## src/rtl/prt_tx_drain_pkg.sv

```systemverilog
// -----------------------------------------------------------------------------
// prt_pkg
// Shared types and default sizing for the PRT (packet buffer) clients.
// Contents:
//   DATA_WIDTH / NUM_SLOTS / MEM_DEPTH / SLOT_W : default PRT geometry
//   prt_word_t    : one PRT word, complete flag above the data bits
//   prt_slot_t    : slot index
//   drain_state_e : state encoding of the read-side drain FSM
// -----------------------------------------------------------------------------
package prt_pkg;

  localparam int DATA_WIDTH = 8;
  localparam int NUM_SLOTS  = 2;
  localparam int MEM_DEPTH  = 2000;
  localparam int SLOT_W     = (NUM_SLOTS > 1) ? $clog2(NUM_SLOTS) : 1;

  typedef struct packed {
    logic                  complete;
    logic [DATA_WIDTH-1:0] data;
  } prt_word_t;

  typedef logic [SLOT_W-1:0] prt_slot_t;

  typedef enum logic [2:0] {
    IDLE  = 3'd0,
    START = 3'd1,
    READ  = 3'd2,
    FLUSH = 3'd3,
    INVAL = 3'd4
  } drain_state_e;

endpackage

```

## src/rtl/prt_tx_drain_if.sv

```systemverilog
// -----------------------------------------------------------------------------
// prt_tx_drain_if
// Method-style PRT read-side interface (start read / read word / invalidate).
// Every method has an EN_* strobe from the client and a RDY_* from the PRT;
// a method fires on a clock edge where EN is high.
// Modports:
//   master : the drain client (drives EN_* and slot numbers)
//   slave  : the PRT (drives RDY_* and read data)
// read_prt_entry: bit DATA_WIDTH is the complete flag, lower bits are data.
// -----------------------------------------------------------------------------
interface prt_tx_drain_if #(
  parameter int DATA_WIDTH = 8,
  parameter int SLOT_W     = 1
);

  logic                  EN_start_reading_prt_entry;
  logic [SLOT_W-1:0]     start_reading_prt_entry_slot;
  logic                  RDY_start_reading_prt_entry;

  logic                  EN_read_prt_entry;
  logic [DATA_WIDTH:0]   read_prt_entry;
  logic                  RDY_read_prt_entry;

  logic                  EN_invalidate_prt_entry;
  logic [SLOT_W-1:0]     invalidate_prt_entry_slot;
  logic                  RDY_invalidate_prt_entry;

  modport master (
    output EN_start_reading_prt_entry,
    output start_reading_prt_entry_slot,
    input  RDY_start_reading_prt_entry,
    output EN_read_prt_entry,
    input  read_prt_entry,
    input  RDY_read_prt_entry,
    output EN_invalidate_prt_entry,
    output invalidate_prt_entry_slot,
    input  RDY_invalidate_prt_entry
  );

  modport slave (
    input  EN_start_reading_prt_entry,
    input  start_reading_prt_entry_slot,
    output RDY_start_reading_prt_entry,
    input  EN_read_prt_entry,
    output read_prt_entry,
    output RDY_read_prt_entry,
    input  EN_invalidate_prt_entry,
    input  invalidate_prt_entry_slot,
    output RDY_invalidate_prt_entry
  );

endinterface

```

## src/rtl/prt_tx_drain_skid.sv

```systemverilog
// -----------------------------------------------------------------------------
// prt_tx_skid
// One-entry valid/ready holding register.
// Ports:
//   clk, rst    : clock, asynchronous active-high reset
//   load        : write load_data into the register (only when can_accept)
//   load_data   : payload to hold
//   out_ready   : downstream accepts the held beat this cycle
//   out_valid   : register holds a beat
//   out_data    : held payload, stable while out_valid && !out_ready
//   can_accept  : register is empty or is being emptied this cycle
// -----------------------------------------------------------------------------
module prt_tx_skid #(
  parameter int WIDTH = 9
) (
  input  logic             clk,
  input  logic             rst,
  input  logic             load,
  input  logic [WIDTH-1:0] load_data,
  input  logic             out_ready,
  output logic             out_valid,
  output logic [WIDTH-1:0] out_data,
  output logic             can_accept
);

  logic             valid_q;
  logic [WIDTH-1:0] data_q;

  // A beat leaving in the same cycle frees the slot, so a refill can land
  // on the same edge and the stream runs without bubbles.
  assign can_accept = !valid_q || out_ready;
  assign out_valid  = valid_q;
  assign out_data   = data_q;

  // Load wins over drain: a simultaneous accept + load keeps valid high with
  // the new payload.
  always_ff @(posedge clk or posedge rst) begin
    if (rst) begin
      valid_q <= 1'b0;
      data_q  <= '0;
    end else if (load) begin
      valid_q <= 1'b1;
      data_q  <= load_data;
    end else if (out_ready) begin
      valid_q <= 1'b0;
    end
  end

endmodule

```

## src/rtl/prt_tx_drain.sv

```systemverilog
// -----------------------------------------------------------------------------
// prt_tx_drain
// Read-side client of the PRT packet buffer. Accepts a slot command, starts
// a PRT read, pulls words until the complete flag (or MAX_WORDS), streams
// them on a valid/ready egress port and then invalidates the slot. A drop
// command invalidates the slot without transmitting.
// Ports:
//   CLK, RST            : clock, asynchronous active-high reset
//   cmd_valid/ready     : command handshake, ready only when idle
//   cmd_slot, cmd_drop  : slot to drain, 1 = invalidate only
//   prt                 : PRT method interface (master side)
//   tx_valid/ready      : egress handshake
//   tx_data, tx_last    : egress beat payload, last beat of packet
//   pkt_done            : one-cycle pulse when the invalidate fires
//   err_overrun         : sticky, MAX_WORDS read without a complete flag
// -----------------------------------------------------------------------------
module prt_tx_drain #(
  parameter  int DATA_WIDTH = 8,
  parameter  int NUM_SLOTS  = 2,
  parameter  int MAX_WORDS  = 2000,
  localparam int SLOT_W     = (NUM_SLOTS > 1) ? $clog2(NUM_SLOTS) : 1,
  localparam int CNT_W      = $clog2(MAX_WORDS + 1)
) (
  input  logic                  CLK,
  input  logic                  RST,
  input  logic                  cmd_valid,
  output logic                  cmd_ready,
  input  logic [SLOT_W-1:0]     cmd_slot,
  input  logic                  cmd_drop,
  prt_tx_drain_if.master        prt,
  output logic                  tx_valid,
  input  logic                  tx_ready,
  output logic [DATA_WIDTH-1:0] tx_data,
  output logic                  tx_last,
  output logic                  pkt_done,
  output logic                  err_overrun
);

  import prt_pkg::*;

  drain_state_e        state;
  drain_state_e        state_nxt;
  logic [SLOT_W-1:0]   slot_q;
  logic [CNT_W-1:0]    word_cnt;
  logic                armed;
  logic                err_q;

  logic                cmd_fire;
  logic                start_fire;
  logic                rd_fire;
  logic                inv_fire;
  logic                can_accept;
  logic                rd_complete;
  logic                hit_max;
  logic                rd_last;
  logic [DATA_WIDTH:0] skid_out;

  // cmd_ready is held low during reset and for the first edge after it,
  // because "armed" only comes up on the first clock after release.
  assign cmd_ready  = armed && (state == IDLE);
  assign cmd_fire   = cmd_valid && cmd_ready;

  // Each EN only follows its RDY inside the owning state, so a low RDY
  // simply parks the FSM with the strobe low.
  assign prt.EN_start_reading_prt_entry   = (state == START) && prt.RDY_start_reading_prt_entry;
  assign prt.start_reading_prt_entry_slot = slot_q;
  assign prt.EN_read_prt_entry            = (state == READ) && prt.RDY_read_prt_entry && can_accept;
  assign prt.EN_invalidate_prt_entry      = (state == INVAL) && prt.RDY_invalidate_prt_entry;
  assign prt.invalidate_prt_entry_slot    = slot_q;

  assign start_fire = prt.EN_start_reading_prt_entry;
  assign rd_fire    = prt.EN_read_prt_entry;
  assign inv_fire   = prt.EN_invalidate_prt_entry;
  assign pkt_done   = inv_fire;

  // The word being read now is the last one either because the PRT says so
  // or because it is word number MAX_WORDS; the counter can never wrap.
  assign rd_complete = prt.read_prt_entry[DATA_WIDTH];
  assign hit_max     = (word_cnt + CNT_W'(1)) == CNT_W'(MAX_WORDS);
  assign rd_last     = rd_complete || hit_max;

  assign tx_last     = skid_out[DATA_WIDTH];
  assign tx_data     = skid_out[DATA_WIDTH-1:0];
  assign err_overrun = err_q;

  // The holding register carries the last flag alongside the data, so a
  // stalled beat keeps both stable.
  prt_tx_skid #(
    .WIDTH (DATA_WIDTH + 1)
  ) u_skid (
    .clk        (CLK),
    .rst        (RST),
    .load       (rd_fire),
    .load_data  ({rd_last, prt.read_prt_entry[DATA_WIDTH-1:0]}),
    .out_ready  (tx_ready),
    .out_valid  (tx_valid),
    .out_data   (skid_out),
    .can_accept (can_accept)
  );

  // Next-state logic. FLUSH waits for the holding register to drain so the
  // slot is never invalidated while its last beat is still pending.
  always_comb begin
    state_nxt = state;
    case (state)
      IDLE:    if (cmd_fire)            state_nxt = cmd_drop ? INVAL : START;
      START:   if (start_fire)          state_nxt = READ;
      READ:    if (rd_fire && rd_last)  state_nxt = FLUSH;
      FLUSH:   if (!tx_valid)           state_nxt = INVAL;
      INVAL:   if (inv_fire)            state_nxt = IDLE;
      default:                          state_nxt = IDLE;
    endcase
  end

  // State, latched slot, word counter and sticky overrun flag. Reset drops
  // any packet in flight without invalidating it; upstream re-issues.
  always_ff @(posedge CLK or posedge RST) begin
    if (RST) begin
      state    <= IDLE;
      slot_q   <= '0;
      word_cnt <= '0;
      armed    <= 1'b0;
      err_q    <= 1'b0;
    end else begin
      state <= state_nxt;
      armed <= 1'b1;
      if (cmd_fire) begin
        slot_q <= cmd_slot;
      end
      if (start_fire) begin
        word_cnt <= '0;
      end else if (rd_fire) begin
        word_cnt <= word_cnt + CNT_W'(1);
      end
      if (rd_fire && !rd_complete && hit_max) begin
        err_q <= 1'b1;
      end
    end
  end

endmodule
```

## src/flat_wrapper.sv

```systemverilog
// flat-port wrapper written by rule: the top's interface ports become plain ports
module prt_tx_drain_flat import prt_pkg::*;
#(
  parameter  int DATA_WIDTH = 8,
  parameter  int NUM_SLOTS  = 2,
  parameter  int MAX_WORDS  = 2000,
  localparam int SLOT_W     = (NUM_SLOTS > 1) ? $clog2(NUM_SLOTS) : 1,
  localparam int CNT_W      = $clog2(MAX_WORDS + 1)
)
  (CLK, RST, cmd_valid, cmd_ready, cmd_slot, cmd_drop, tx_valid, tx_ready, tx_data, tx_last, pkt_done, err_overrun, prt_EN_start_reading_prt_entry, prt_start_reading_prt_entry_slot, prt_RDY_start_reading_prt_entry, prt_EN_read_prt_entry, prt_read_prt_entry, prt_RDY_read_prt_entry, prt_EN_invalidate_prt_entry, prt_invalidate_prt_entry_slot, prt_RDY_invalidate_prt_entry);
  prt_tx_drain_if #(.DATA_WIDTH(DATA_WIDTH)) prt_i ();
  input  logic CLK;
  input  logic RST;
  input  logic cmd_valid;
  output logic cmd_ready;
  input  logic [SLOT_W-1:0] cmd_slot;
  input  logic cmd_drop;
  output logic tx_valid;
  input  logic tx_ready;
  output logic [DATA_WIDTH-1:0] tx_data;
  output logic tx_last;
  output logic pkt_done;
  output logic err_overrun;
  output wire logic [$bits(prt_i.EN_start_reading_prt_entry)-1:0] prt_EN_start_reading_prt_entry;
  output wire logic [$bits(prt_i.start_reading_prt_entry_slot)-1:0] prt_start_reading_prt_entry_slot;
  input wire logic [$bits(prt_i.RDY_start_reading_prt_entry)-1:0] prt_RDY_start_reading_prt_entry;
  output wire logic [$bits(prt_i.EN_read_prt_entry)-1:0] prt_EN_read_prt_entry;
  input wire logic [$bits(prt_i.read_prt_entry)-1:0] prt_read_prt_entry;
  input wire logic [$bits(prt_i.RDY_read_prt_entry)-1:0] prt_RDY_read_prt_entry;
  output wire logic [$bits(prt_i.EN_invalidate_prt_entry)-1:0] prt_EN_invalidate_prt_entry;
  output wire logic [$bits(prt_i.invalidate_prt_entry_slot)-1:0] prt_invalidate_prt_entry_slot;
  input wire logic [$bits(prt_i.RDY_invalidate_prt_entry)-1:0] prt_RDY_invalidate_prt_entry;
  assign prt_EN_start_reading_prt_entry = prt_i.EN_start_reading_prt_entry;
  assign prt_start_reading_prt_entry_slot = prt_i.start_reading_prt_entry_slot;
  assign prt_i.RDY_start_reading_prt_entry = prt_RDY_start_reading_prt_entry;
  assign prt_EN_read_prt_entry = prt_i.EN_read_prt_entry;
  assign prt_i.read_prt_entry = prt_read_prt_entry;
  assign prt_i.RDY_read_prt_entry = prt_RDY_read_prt_entry;
  assign prt_EN_invalidate_prt_entry = prt_i.EN_invalidate_prt_entry;
  assign prt_invalidate_prt_entry_slot = prt_i.invalidate_prt_entry_slot;
  assign prt_i.RDY_invalidate_prt_entry = prt_RDY_invalidate_prt_entry;
  prt_tx_drain #(.DATA_WIDTH(DATA_WIDTH), .NUM_SLOTS(NUM_SLOTS), .MAX_WORDS(MAX_WORDS)) u_core (.CLK(CLK), .RST(RST), .cmd_valid(cmd_valid), .cmd_ready(cmd_ready), .cmd_slot(cmd_slot), .cmd_drop(cmd_drop), .prt(prt_i), .tx_valid(tx_valid), .tx_ready(tx_ready), .tx_data(tx_data), .tx_last(tx_last), .pkt_done(pkt_done), .err_overrun(err_overrun));
endmodule
```

## config.mk

```make
export PLATFORM = sky130hd
export DESIGN_NAME = prt_tx_drain_flat
export DESIGN_NICKNAME = d
export VERILOG_FILES = /design/src/rtl/prt_tx_drain_pkg.sv /design/src/rtl/prt_tx_drain_if.sv /design/src/rtl/prt_tx_drain_skid.sv /design/src/rtl/prt_tx_drain.sv /design/src/flat_wrapper.sv
export SDC_FILE = /design/constraint.sdc
export NUM_CORES = 1
export LEC_CHECK = 0
export ABC_AREA = 1
export ABC_CLOCK_PERIOD_IN_PS = 2900
export CAP_MARGIN = 20
export CORE_ASPECT_RATIO = 0.75
export CORE_MARGIN = 10
export CORE_UTILIZATION = 35
export DETAILED_ROUTE_END_ITERATION = 8
export DONT_BUFFER_PORTS = 1
export GPL_TIMING_DRIVEN = 0
export SKIP_CTS_REPAIR_TIMING = 1
export SYNTH_ARGS = -nofsm -noshare
export SYNTH_HDL_FRONTEND = slang
export SYNTH_SLANG_ARGS = --single-unit
```

## constraint.sdc

```tcl
create_clock -name CLK -period 2.9 [get_ports CLK]
set_input_delay 0.145 -clock CLK [delete_from_list [all_inputs] [get_ports CLK]]
set_output_delay 0.145 -clock CLK [all_outputs]
set_load 0.01 [all_outputs]
```

* Yosys cells after proc, flatten, opt, wreduce, memory -nomap -nowiden *
Cells that the tools add are included.

word-level totals
  output and inout port bits = 18
  register bits = 27

operators by class
  muxes and demuxes = 11
  reductions and logical operators = 17
  $add $sub $neg = 1
  eq/ne operators = 10

operator list
  kind                                                                    count
  11-bit two-way mux                                                      2
  3-bit two-way mux                                                       6
  3-bit case mux with 5 select lines                                      1
  11-bit by 1-bit adder with 11-bit output (second input constant)        1
  11-bit equality test (second input constant)                            1
  1-bit logical AND                                                       9
  2-bit != test (second input constant)                                   4
  3-bit by 2-bit equality test with 1-bit output (second input constant)  2
  5-bit AND reduction                                                     1
  2-bit nonzero test                                                      2
  3-bit by 1-bit equality test with 1-bit output (second input constant)  1
  3-bit equality test (second input constant)                             1
  3-bit logical NOT                                                       1
  1-bit logical NOT                                                       2
  1-bit logical OR                                                        2
  1-bit two-way mux                                                       2
  2-bit by 1-bit != test with 1-bit output (second input constant)        1

* Depth between registers and ports, before layout *
  depth after elaboration = 6
  mapped depth = 13
  depth with buffers taken out = 13

* By module *
A second synthesis with hierarchy kept.

unflattened totals
  cell total of the unflattened synthesis = 187
  area, all modules = 1466.4 sq um

modules (own cells, without submodules)
  module        instances  cells each  area an instance (sq um)
  prt_tx_drain  1          144         1084.8
  prt_tx_skid   1          43          381.6

* Worst setup path before layout *
No wires, ideal clock.

  path kind = reg2reg
  from = reg u_core.word_cnt[0]
  to = reg u_core.state[0]
  data arrival time = 1.441 ns
  buffers on the path = 0
  library setup time = 0.066 ns
  path slack = 1.393 ns
  cell stages (with the launch flop) = 12
  data required time = 2.834 ns
  cell sequence = dfrtp_1 ha_1 nand2_2 nor2_2 nand3_1 a21oi_2 nand3_1 nand2_1 nand2_1 nand2_1 nand3_1 nand2_1

on the way
  longest elaborated chain between the ends = 6

RTL lines
  what                                      line                 RTL
  start, declared                           prt_tx_drain.sv:44   logic [CNT_W-1:0] word_cnt;
  start signal, assigned                    prt_tx_drain.sv:133  word_cnt <= word_cnt + CNT_W'(1);
  11-bit by 1-bit adder with 11-bit output  prt_tx_drain.sv:79   assign hit_max = (word_cnt + CNT_W'(1)) == CNT_W'(MAX_WORDS);
  11-bit equality test                      prt_tx_drain.sv:79
  1-bit logical OR                          prt_tx_drain.sv:80   assign rd_last = rd_complete || hit_max;
  1-bit logical AND                         prt_tx_drain.sv:108  READ: if (rd_fire && rd_last) state_nxt = FLUSH;
  2-bit != test (no source line)            -
  5-bit AND reduction (no source line)      -
  end signal, assigned                      prt_tx_drain.sv:125  state <= state_nxt;
  end, declared                             prt_tx_drain.sv:41   drain_state_e state;

No other way between the ends.
A chain may end at the register's enable or synchronous reset.

* Final worst setup path *
  from = reg u_core.state[2]
  to = out prt_EN_read_prt_entry

on the way
  longest elaborated chain between the ends = 3

RTL lines
  what                                            line                RTL
  3-bit by 2-bit equality test with 1-bit output  prt_tx_drain.sv:67  assign prt.EN_read_prt_entry = (state == READ) && prt.RDY_read_prt_entry && can_accept;
  1-bit logical AND (2 in a row)                  prt_tx_drain.sv:67
  end, declared                                   flat_wrapper.sv:27  output wire logic [$bits(prt_i.EN_read_prt_entry)-1:0] prt_EN_read_prt_entry;

No other way between the ends.

==> results.txt <==
The longest clock path from root to sink contains 2 buffers. The die span in x is approximately 93 um. The net total in the final layout is around 220. The worst setup slack after layout came out at between 0.9 and 1 ns.

The synthesized design contains 0 enable-type register cells. The routed design could run at a clock period as short as 1.911 ns. In the routed layout, each cell is associated on average with a via count of approximately 4.6.

The slowest library cell on the worst path is dfrtp_1. The TritonCTS clock tree is yes. The maximum clock frequency came out at 523.3 MHz. The clock-pin slew of the registers on the worst-case setup and hold paths is roughly 0.1 ns. The number of distinct library cells after synthesis came out at 28. The period utilization came out at about two thirds. 0 antenna diodes ended up in the layout. The net switching share of the total power came out at between 40% and 50%. The detailed placer's ending HPWL is about 2400 um.

STA classifies the critical path endpoint as an output pin. The count of final hold-check violations is 0. Measured in cells, the most critical reg-to-reg path has a length of 13. The placer congestion estimate came out at about 0.80. Traced cell by cell, the critical path runs through nor2_1 > inv_1 > nor2_1 > nand3_2 > inv_2 > buf_4. The register area share after synthesis is between 40 and 50%.

The share of power burned in combinational logic is 36.6%. The total clock buffers created by CTS came out at 3. The total routed wirelength is roughly 3300 um. After synthesis the netlist holds a flip-flop and latch count of 27. Summing all multi-input logic gate instances after layout gives approximately 620 um2.

The number of buffer cells added on primary ports came out at 0. For this design the top-level I/O count stands at 36. For this run, design rule violations remaining after detail routing come to 0. For this design, the sink count on the clock tree is 27.

The sequential cells in the finished layout cover a total of around 680 um2. Of the total power, the clock network draws 14.9%. Before antenna repair, the detailed router went through 4 iterations. The via count of the first global-routing pass came out at 1126. The fill cell instance count of the final layout came out at 395.

In the synthesized netlist the dominant register cell turns out to be dfrtp_1. Synthesis handed over a netlist of 187 instances. The startpoint of the worst register-to-register path is u_core.word_cnt[0].

The library cell appearing most often on the critical path is nor2_1. The slew at the pin closest to its max-slew limit came out at around 0.70 ns. The worst hold path belongs to the class in -> reg. The vertical die dimension is around 75 um.

The initial cell density of the core is 37.34%. The maximum vdd drop came out at 0.0004211 V. Setup violations remaining at the end of the flow were counted as 0. The global-route wire length before repair is around 5400 um. The critical path runs through a total of 6 cells. The area growth from synthesis to layout is 16.40%.

The final-layout setup total negative slack is 0 ns. In this run the number of H-tree levels came out at 1. The switching power came out at around 0.67 mW. The average size of a mapped cell is ~7.5 um2. The async set-reset flop share out of synthesis came out at 100.0%.

Dividing the detail-routed wire length by the instance count gives between 10 and 15 um. The standard cell core area came out at about 3800 um2. The worst setup path is of the reg -> out kind. For this block, the initial DRC count from the detailed router was 39. The source of the critical timing path is u_core.state[2]. The maximum fanout encountered on the critical timing path came out at 10. The cell sitting at the root of the clock tree is a clkbuf_8.

The tightest slew margin relative to the limit came out at 52.57%. The number of nets in the synthesized netlist came out at between 200 and 250. The number of cells traversed by the worst hold path came out at 1. The worst hold slack after final layout came out at 0.02478 ns.

Setup repair after global routing left no endpoint under its margin. For the worst setup path, the data arrival time is between 1.5 and 2 ns. Together, buffers and inverters on the worst path number 3. The run finished with clean final reports. The insertion delay to the later sink of the worst-skew pair came out at between 0.2 and 0.3 ns. The via count of the routed design is approximately 1200. The number of antenna violations at the first check in global routing is 0.

The standard-cell row count came out at 19. The worst hold path begins at cmd_slot. The largest single stage delay on the critical path is between 0.4 and 0.5 ns. The family of cells with the greatest summed delay on the critical path is simple AND/OR/NAND/NOR gates. After global routing the overflow that remains totals 0. The cell internal power dissipation came out at around 0.84 mW. In the final layout, the share of cells above drive strength 1 is around a tenth. In this run the remaining antenna-violating nets after routing total 0. The floorplan step defined a die boundary enclosing ~7000 um2.

The required time of the critical path came out at 2.76 ns. The sequential power share came out at between 40% and 50%. The total routing usage reported by global routing is 9.636%. The maximum number of pins on one net before global-route repair is 28. The maximum clock skew at final layout is approximately 0.0016 ns. The leakage power of the design came out at 0.7810 nW. The type of element launching the critical path is a flip-flop.

The max-capacitance violation count is 0. Summing every instance area after synthesis gives roughly 1400 um2. OpenSTA, run right after detailed placement, puts the worst setup slack at roughly 1.1 ns. In this run the power density over the cells is slightly above 900 nW/um2. The final count of pins violating max slew came out at 0. The count of warnings emitted by yosys came out at 0.
## per-layer routing
metal  vias to the layer above  wire (um)  GRT usage, %
met3                         5        239         3.774
met2                        31       1387         14.71
met1                       521       1670         12.46
li1                        619          -             -
met5                         -          0             0
met4                         0         27         2.560
## cells by family (layout without fill, tap and decap cells)
family          Yosys count  in the layout  share of synthesized area, %
compound gates           22             22                         9.664
fa+ha+maj                 1              1                        0.8864
mux                       1              1                        0.7978
flops                    27             27                         47.87
simple gates            106            106                         32.00
other cells               1              1                        0.2657
buf+inv                  29             43                         8.510
## through the flow
step	utilization, %	cells	power (mW)	cell area, um2
finish	43.46	253	1.504	1643
global route	43.46	253	1.643	1643
CTS	40.35	243	1.499	1525
detailed placement	39.06	239	1.272	1476
global placement	39.06	239	1.267	1476
floorplan	-	187	1.135	1411
## sequential cells by signal, summed over array words and instances (netlist names)
| name | flops |
|---|---|
| u_core.u_skid.out_valid | 1 |
| u_core.prt.invalidate_prt_entry_slot | 1 |
| u_core.err_overrun | 1 |
| u_core.state | 3 |
| u_core.word_cnt | 11 |
| u_core.armed | 1 |
| u_core.u_skid.out_data | 9 |
## worst paths after layout
path | end | slack (ns)
max reg2reg | u_core.state[0] | 1.06
min | u_core.prt.invalidate_prt_entry_slot | 0.02
max | prt_EN_read_prt_entry | 0.99
min reg2reg | u_core.u_skid.out_data[0] | 0.56
min in group asynchronous | u_core.word_cnt[6] | 0.23
max in group asynchronous | u_core.state[2] | 2.28
## power groups by stage
| stage | clock, mW | sequential (mW) | combinational [mW] |
|---|---|---|---|
| after floorplan | 0 | 0.693 | 0.442 |
| final | 0.224 | 0.730 | 0.550 |
| after global routing | 0.247 | 0.759 | 0.637 |
| after CTS | 0.230 | 0.731 | 0.538 |
| after global placement | 0 | 0.738 | 0.529 |
| after detailed placement | 0 | 0.734 | 0.538 |
## area by class of cell
cell class                 count  share of cell area, %
tap                           52                  3.960
buffer                         4                  1.599
multi-input combinational    131                  37.47
timing repair buffer          10                  7.159
clock buffer                   3                  2.513
clock inverter                 1                 0.4570
inverter                      25                  5.712
sequential                    27                  41.13
## cells in the mapped netlist, types with 2 or more instances
library cell	number	area share (%)
nand2_1	67	18
nand3_2	2	1.4
a21oi_1	3	1.1
o22ai_1	6	2.7
nor3_1	2	0.71
inv_2	2	0.53
nand3_1	12	4.3
o21ai_0	7	2.5
nor2_1	16	4.3
nor2_2	2	0.89
dfrtp_1	27	48
buf_4	3	1.6
inv_1	23	6.1
## cell usage in the layout, fill, tap and decap left out, drive strengths merged
master / synthesis / layout
clkbuf: 1 / 4
o211a: 1 / 1
nor3: 2 / 2
nand4: 1 / 1
o22ai: 6 / 6
clkinvlp: 0 / 1
conb: 1 / 1
o21bai: 1 / 1
nand3: 14 / 14
a21oi: 4 / 4
o21ai: 7 / 7
inv: 25 / 25
ha: 1 / 1
dlygate4sd3: 0 / 9
nor3b: 1 / 1
a22oi: 1 / 1
mux2: 1 / 1
a31oi: 1 / 1
a31o: 1 / 1
nand2: 68 / 68
dfrtp: 27 / 27
buf: 3 / 4
nor4: 1 / 1
nor2: 19 / 19
Note: power is estimated with default switching activity, not from simulation.
